===== config.mk =====
export PLATFORM = sky130hd
export DESIGN_NAME = serial_add_ctrl
export DESIGN_NICKNAME = d
export VERILOG_FILES = /design/src/rtl/serial_add_pkg.sv /design/src/rtl/serial_add_ctrl_add2_slice.sv /design/src/rtl/serial_add_ctrl.sv
export SDC_FILE = /design/constraint.sdc
export NUM_CORES = 1
export LEC_CHECK = 0
export ABC_CLOCK_PERIOD_IN_PS = 5200
export CORE_ASPECT_RATIO = 1.5
export CORE_MARGIN = 2
export CORE_UTILIZATION = 34
export DETAILED_ROUTE_END_ITERATION = 7
export PLACE_DENSITY = 0.59
export SKIP_LAST_GASP = 1
export SYNTH_ARGS = -nofsm -noshare
export SYNTH_HDL_FRONTEND = slang
export SYNTH_SLANG_ARGS = --single-unit

===== constraint.sdc =====
create_clock -name clk -period 5.2 [get_ports clk]
set_clock_uncertainty 0.2 [all_clocks]
set_input_delay 1.04 -clock clk [delete_from_list [all_inputs] [get_ports clk]]
set_output_delay 1.04 -clock clk [all_outputs]
set_load 0.05 [all_outputs]

===== src/rtl/serial_add_pkg.sv =====
`default_nettype none
// +-----------------------------------------------------------------+
// | serial_add_pkg : shared state encoding and slice width           |
// | Rev 1.0                                                           |
// +-----------------------------------------------------------------+
package serial_add_pkg;

    typedef enum logic [1:0] {
        IDLE = 2'd0,
        RUN  = 2'd1,
        DONE = 2'd2
    } state_t;

    localparam int SLICE_W = 2;

endpackage
`default_nettype wire


===== src/rtl/serial_add_ctrl_add2_slice.sv =====
`default_nettype none
// +-----------------------------------------------------------------+
// | add2_slice : combinational 2-bit full adder                      |
// | Rev 1.0                                                           |
// +-----------------------------------------------------------------+
module add2_slice
    import serial_add_pkg::*;
(
    input  logic [SLICE_W-1:0] x,
    input  logic [SLICE_W-1:0] y,
    input  logic               ci,
    output logic [SLICE_W-1:0] s,
    output logic               co
);

    assign {co, s} = {1'b0, x} + {1'b0, y} + {{SLICE_W{1'b0}}, ci};

endmodule
`default_nettype wire


===== src/rtl/serial_add_ctrl.sv =====
`default_nettype none
// +-----------------------------------------------------------------+
// | serial_add_ctrl : WIDTH-bit add using one 2-bit slice, LSB first |
// | Rev 1.0                                                           |
// +-----------------------------------------------------------------+
module serial_add_ctrl
    import serial_add_pkg::*;
#(
    parameter int WIDTH = 8
) (
    input  logic             clk,
    input  logic             rst,
    input  logic             start,
    input  logic [WIDTH-1:0] a,
    input  logic [WIDTH-1:0] b,
    input  logic             cin,
    output logic             busy,
    output logic             done,
    output logic [WIDTH-1:0] sum,
    output logic             cout
);

    localparam int N     = WIDTH / SLICE_W;
    localparam int IDX_W = $clog2(N) + 1;

    state_t             state;
    state_t             state_next;
    logic [WIDTH-1:0]   a_r;
    logic [WIDTH-1:0]   b_r;
    logic [WIDTH-1:0]   sum_r;
    logic               carry;
    logic               cout_r;
    logic               busy_r;
    logic               done_r;
    logic [IDX_W-1:0]   idx;
    logic [SLICE_W-1:0] x_sel;
    logic [SLICE_W-1:0] y_sel;
    logic [SLICE_W-1:0] s_slice;
    logic               co_slice;
    logic               last;

    assign last = (idx == IDX_W'(N - 1));

    always_ff @(posedge clk) begin
        if (rst) begin
            state <= IDLE;
        end else begin
            state <= state_next;
        end
    end

    always_comb begin
        state_next = state;
        case (state)
            IDLE:    if (start) state_next = RUN;
            RUN:     if (last)  state_next = DONE;
            DONE:    state_next = IDLE;
            default: state_next = IDLE;
        endcase
    end

    // Operand slice mux; the captured operands stay in place.
    always_comb begin
        x_sel = '0;
        y_sel = '0;
        for (int k = 0; k < N; k++) begin
            if (idx == IDX_W'(k)) begin
                x_sel = a_r[k*SLICE_W +: SLICE_W];
                y_sel = b_r[k*SLICE_W +: SLICE_W];
            end
        end
    end

    add2_slice u_slice (
        .x  (x_sel),
        .y  (y_sel),
        .ci (carry),
        .s  (s_slice),
        .co (co_slice)
    );

    always_ff @(posedge clk) begin
        if (rst) begin
            a_r    <= '0;
            b_r    <= '0;
            sum_r  <= '0;
            carry  <= 1'b0;
            cout_r <= 1'b0;
            idx    <= '0;
            busy_r <= 1'b0;
            done_r <= 1'b0;
        end else begin
            busy_r <= (state_next != IDLE);
            done_r <= (state_next == DONE);
            case (state)
                IDLE: begin
                    if (start) begin
                        a_r    <= a;
                        b_r    <= b;
                        carry  <= cin;
                        idx    <= '0;
                        sum_r  <= '0;
                        cout_r <= 1'b0;
                    end
                end
                RUN: begin
                    for (int k = 0; k < N; k++) begin
                        if (idx == IDX_W'(k)) begin
                            sum_r[k*SLICE_W +: SLICE_W] <= s_slice;
                        end
                    end
                    carry <= co_slice;
                    idx   <= idx + 1'b1;
                    if (last) begin
                        cout_r <= co_slice;
                    end
                end
                default: ;
            endcase
        end
    end

    assign busy = busy_r;
    assign done = done_r;
    assign sum  = sum_r;
    assign cout = cout_r;

endmodule
`default_nettype wire


==> impl_metrics.tcl <==
set metrics [dict create \
    outcome "complete, but fails checks" \
    violations "DRC" \
    cts_hold_buf 0 \
    place_hpwl_um 2246 \
    syn_area_per_cell_um2 8.463 \
    fin_hold_ws_ns 0.2552 \
    ys_types 32 \
    synth_top_area_cell "dfxtp_1" \
    setup_tns_ns 0 \
    pre_cts_slack_ns 2.093 \
    synthesis.yosys.warnings 0 \
    synthesis.nets 209 \
    synth_edf_count 0 \
    h-tree-depth 2 \
    synth_mux_area_frac 0.01300 \
    syn2layout_area_growth_pct 26.56 \
    cp_max_fo 8 \
    grt_first_pass_wirelength_um 5713 \
    critical_path_required_ns 5.22 \
    cts-root-buf "clkbuf_8" \
    drt_iter0_drc 33 \
    nFillCells 460 \
    rsz0062_at_grt "no" \
    startpoint_type "flip-flop" \
    antenna_left 0 \
    worstMarginPinSlew_ns 0.7293 \
    grt_pass1_vias 1243 \
    synth_top_area_frac 0.4289 \
    clock.fmax_mhz 320.7 \
    track_usage 0.1466 \
    synthSimpleGateAreaFrac 0.2616 \
    slew_viol_final 0 \
    synth_compound_area_frac 0.1641 \
    final.setup.worst_slack_ns 2.082 \
    yosysMostFrequentCell "nand2_1" \
    vias 1302 \
    synth-xor-area-share 0 \
    multi_input_area_um2 778.2 \
    cts_resized 0 \
    yosys-top-cells-count "40 x nand2_1, 33 x dfxtp_1, 28 x a21oi_1" \
    worstSetupStartpoint "idx[1]" \
    dp.cells 248 \
    initial_core_util 0.3477 \
    clk_latency_ns 0.28 \
    cts.sinks 33 \
    synth-seq-cells 33 \
    via_per_inst 5.086 \
    relSlewSlack 0.5133 \
    dr.pass1.iters 6 \
    grt_max_degree 35 \
    core_region_area_um2 4429 \
    io_pins 31 \
    routabilityCongestion 0.8372 \
    drc 2 \
    final_cells 256 \
    cts_buffer_depth 2 \
    end_kind "flip-flop" \
    synth_top_family_by_area "simple AND/OR/NAND/NOR gates" \
    grt_antenna_before_repair 0 \
    n_antenna_cell 0 \
    path_clk_slew_ns 0.07 \
    setup_viol 0 \
    synth-main-ff-cell "dfxtp_1" \
    finalCriticalPeriod_ns 3.118 \
    wl_per_cell_um 12.60 \
    fin_crit_sh 0.5996 \
    grt_overflow 0 \
    fin_nets 234 \
    synth.area.top_cells "dfxtp_1 43%, nand2_1 9.7%, a21oi_1 9.1%" \
    async_flop_share 0 \
    synthCells 182 \
    dieArea_um2 5096 \
    die_x_um 58.96 \
    crit_arrival_ns 3.13 \
    power.density_nw_per_um2 307.7 \
    cts_setup_buffers 0 \
    drive_gt1_frac 0.05288 \
    leakagePower_nw 0.6968 \
    synth_fa_ha_area_frac 0.06661 \
    dieHeight_um 86.44 \
    min-delay-start "a_r[4]" \
    path_class "flip-flop to flip-flop" \
    cts-buffers-inserted 5 \
    synth_seq_area_share 0.4289 \
    regArea_um2 660.6 \
    synth_area_um2 1540 \
    cts_tree "done" \
    rows 30 \
    hold_viol 0 \
    rr_startpoint "idx[1]" \
    hold_path.class "flip-flop to flip-flop" \
    cap_violations 0 \
    finalWirelength_um 3226 \
    peakVddDrop_mv 0.2199 \
    port-buffer-count 30 \
]
-- placed cells by master (no fill, tap or decap), types with 2 or more instances in the layout --
cell type,synthesis,layout
nand2_1,40,40
dfxtp_1,33,33
clkdlybuf4s50_1,0,30
a21oi_1,28,28
inv_1,7,7
o21ai_0,7,7
nand2b_1,6,6
nor2_1,6,6
clkbuf_8,0,6
ha_1,5,5
nor3_1,4,4
nand3_1,4,4
a32o_1,2,2
a32oi_1,2,2
or3b_1,2,2
nor2b_1,2,2
a22oi_1,2,2
mux2i_1,2,2
nor4bb_1,2,2
or4bb_1,2,2
o41ai_1,2,2
or4b_1,2,2
fa_1,2,2
-- per-layer routing --
layer	vias up	routed length [um]	GRT usage
met5	-	0	0
met4	0	67	0.05579
met3	5	108	0.04478
met2	24	1641	0.2455
met1	603	1408	0.1721
li1	670	-	-
-- worst max-delay path: stages (launching register included) --
cell and delay [ns]:
dfxtp_1 0.37, ha_1 0.16, ha_1 0.31, nor2_1 0.14, a32o_1 0.30, fa_1 0.39
inv_1 0.08, fa_1 0.45, or4b_1 0.51, a21oi_1 0.14
-- area by class of cell --
cell class,instances,share of cell area
clock buffer,7,0.04429
timing repair buffer,31,0.1579
multi-input combinational,129,0.3992
sequential,33,0.3389
tap,48,0.03081
clock inverter,1,0.01540
inverter,7,0.01348
-- sequential cells by signal, indices dropped and copies added, names as in the netlist --
signal and cells:
cout 1, carry 1, idx 3, done 1, b_r 8, sum 8, state 2, busy 1
a_r 8
-- final timing paths --
kind / cells past startpoint / slack (ns) / endpoint
min: 2 / 0.26 / a_r[4]
max: 9 / 2.08 / sum[7]
max reg2reg: 9 / 2.08 / sum[7]
min reg2reg: 2 / 0.26 / a_r[4]
-- where the power goes --
part	switching (mW)	internal [mW]
Clock	0.0905	0.156
Sequential	0.00857	0.264
Combinational	0.0421	0.0384
-- cell families after synthesis --
kind of cell             count (synthesis)
AND/OR/NAND/NOR                         76
flip-flops                              33
adder cells (fa/ha/maj)                  7
AO/OA/AOI/OAI                           44
buffers and inverters                   20
multiplexers                             2
-- metrics by stage --
stage	power [mW]	area, um2	util
2_1_floorplan	0.3314	1540	-
3_5_place_dp	0.3598	1833	0.4138
6_report	0.5998	1949	0.4401
3_3_place_gp	0.3594	1833	0.4138
4_1_cts	0.6070	1949	0.4401
5_1_grt	0.6279	1949	0.4401
Note: power is estimated with default switching activity, not from simulation.
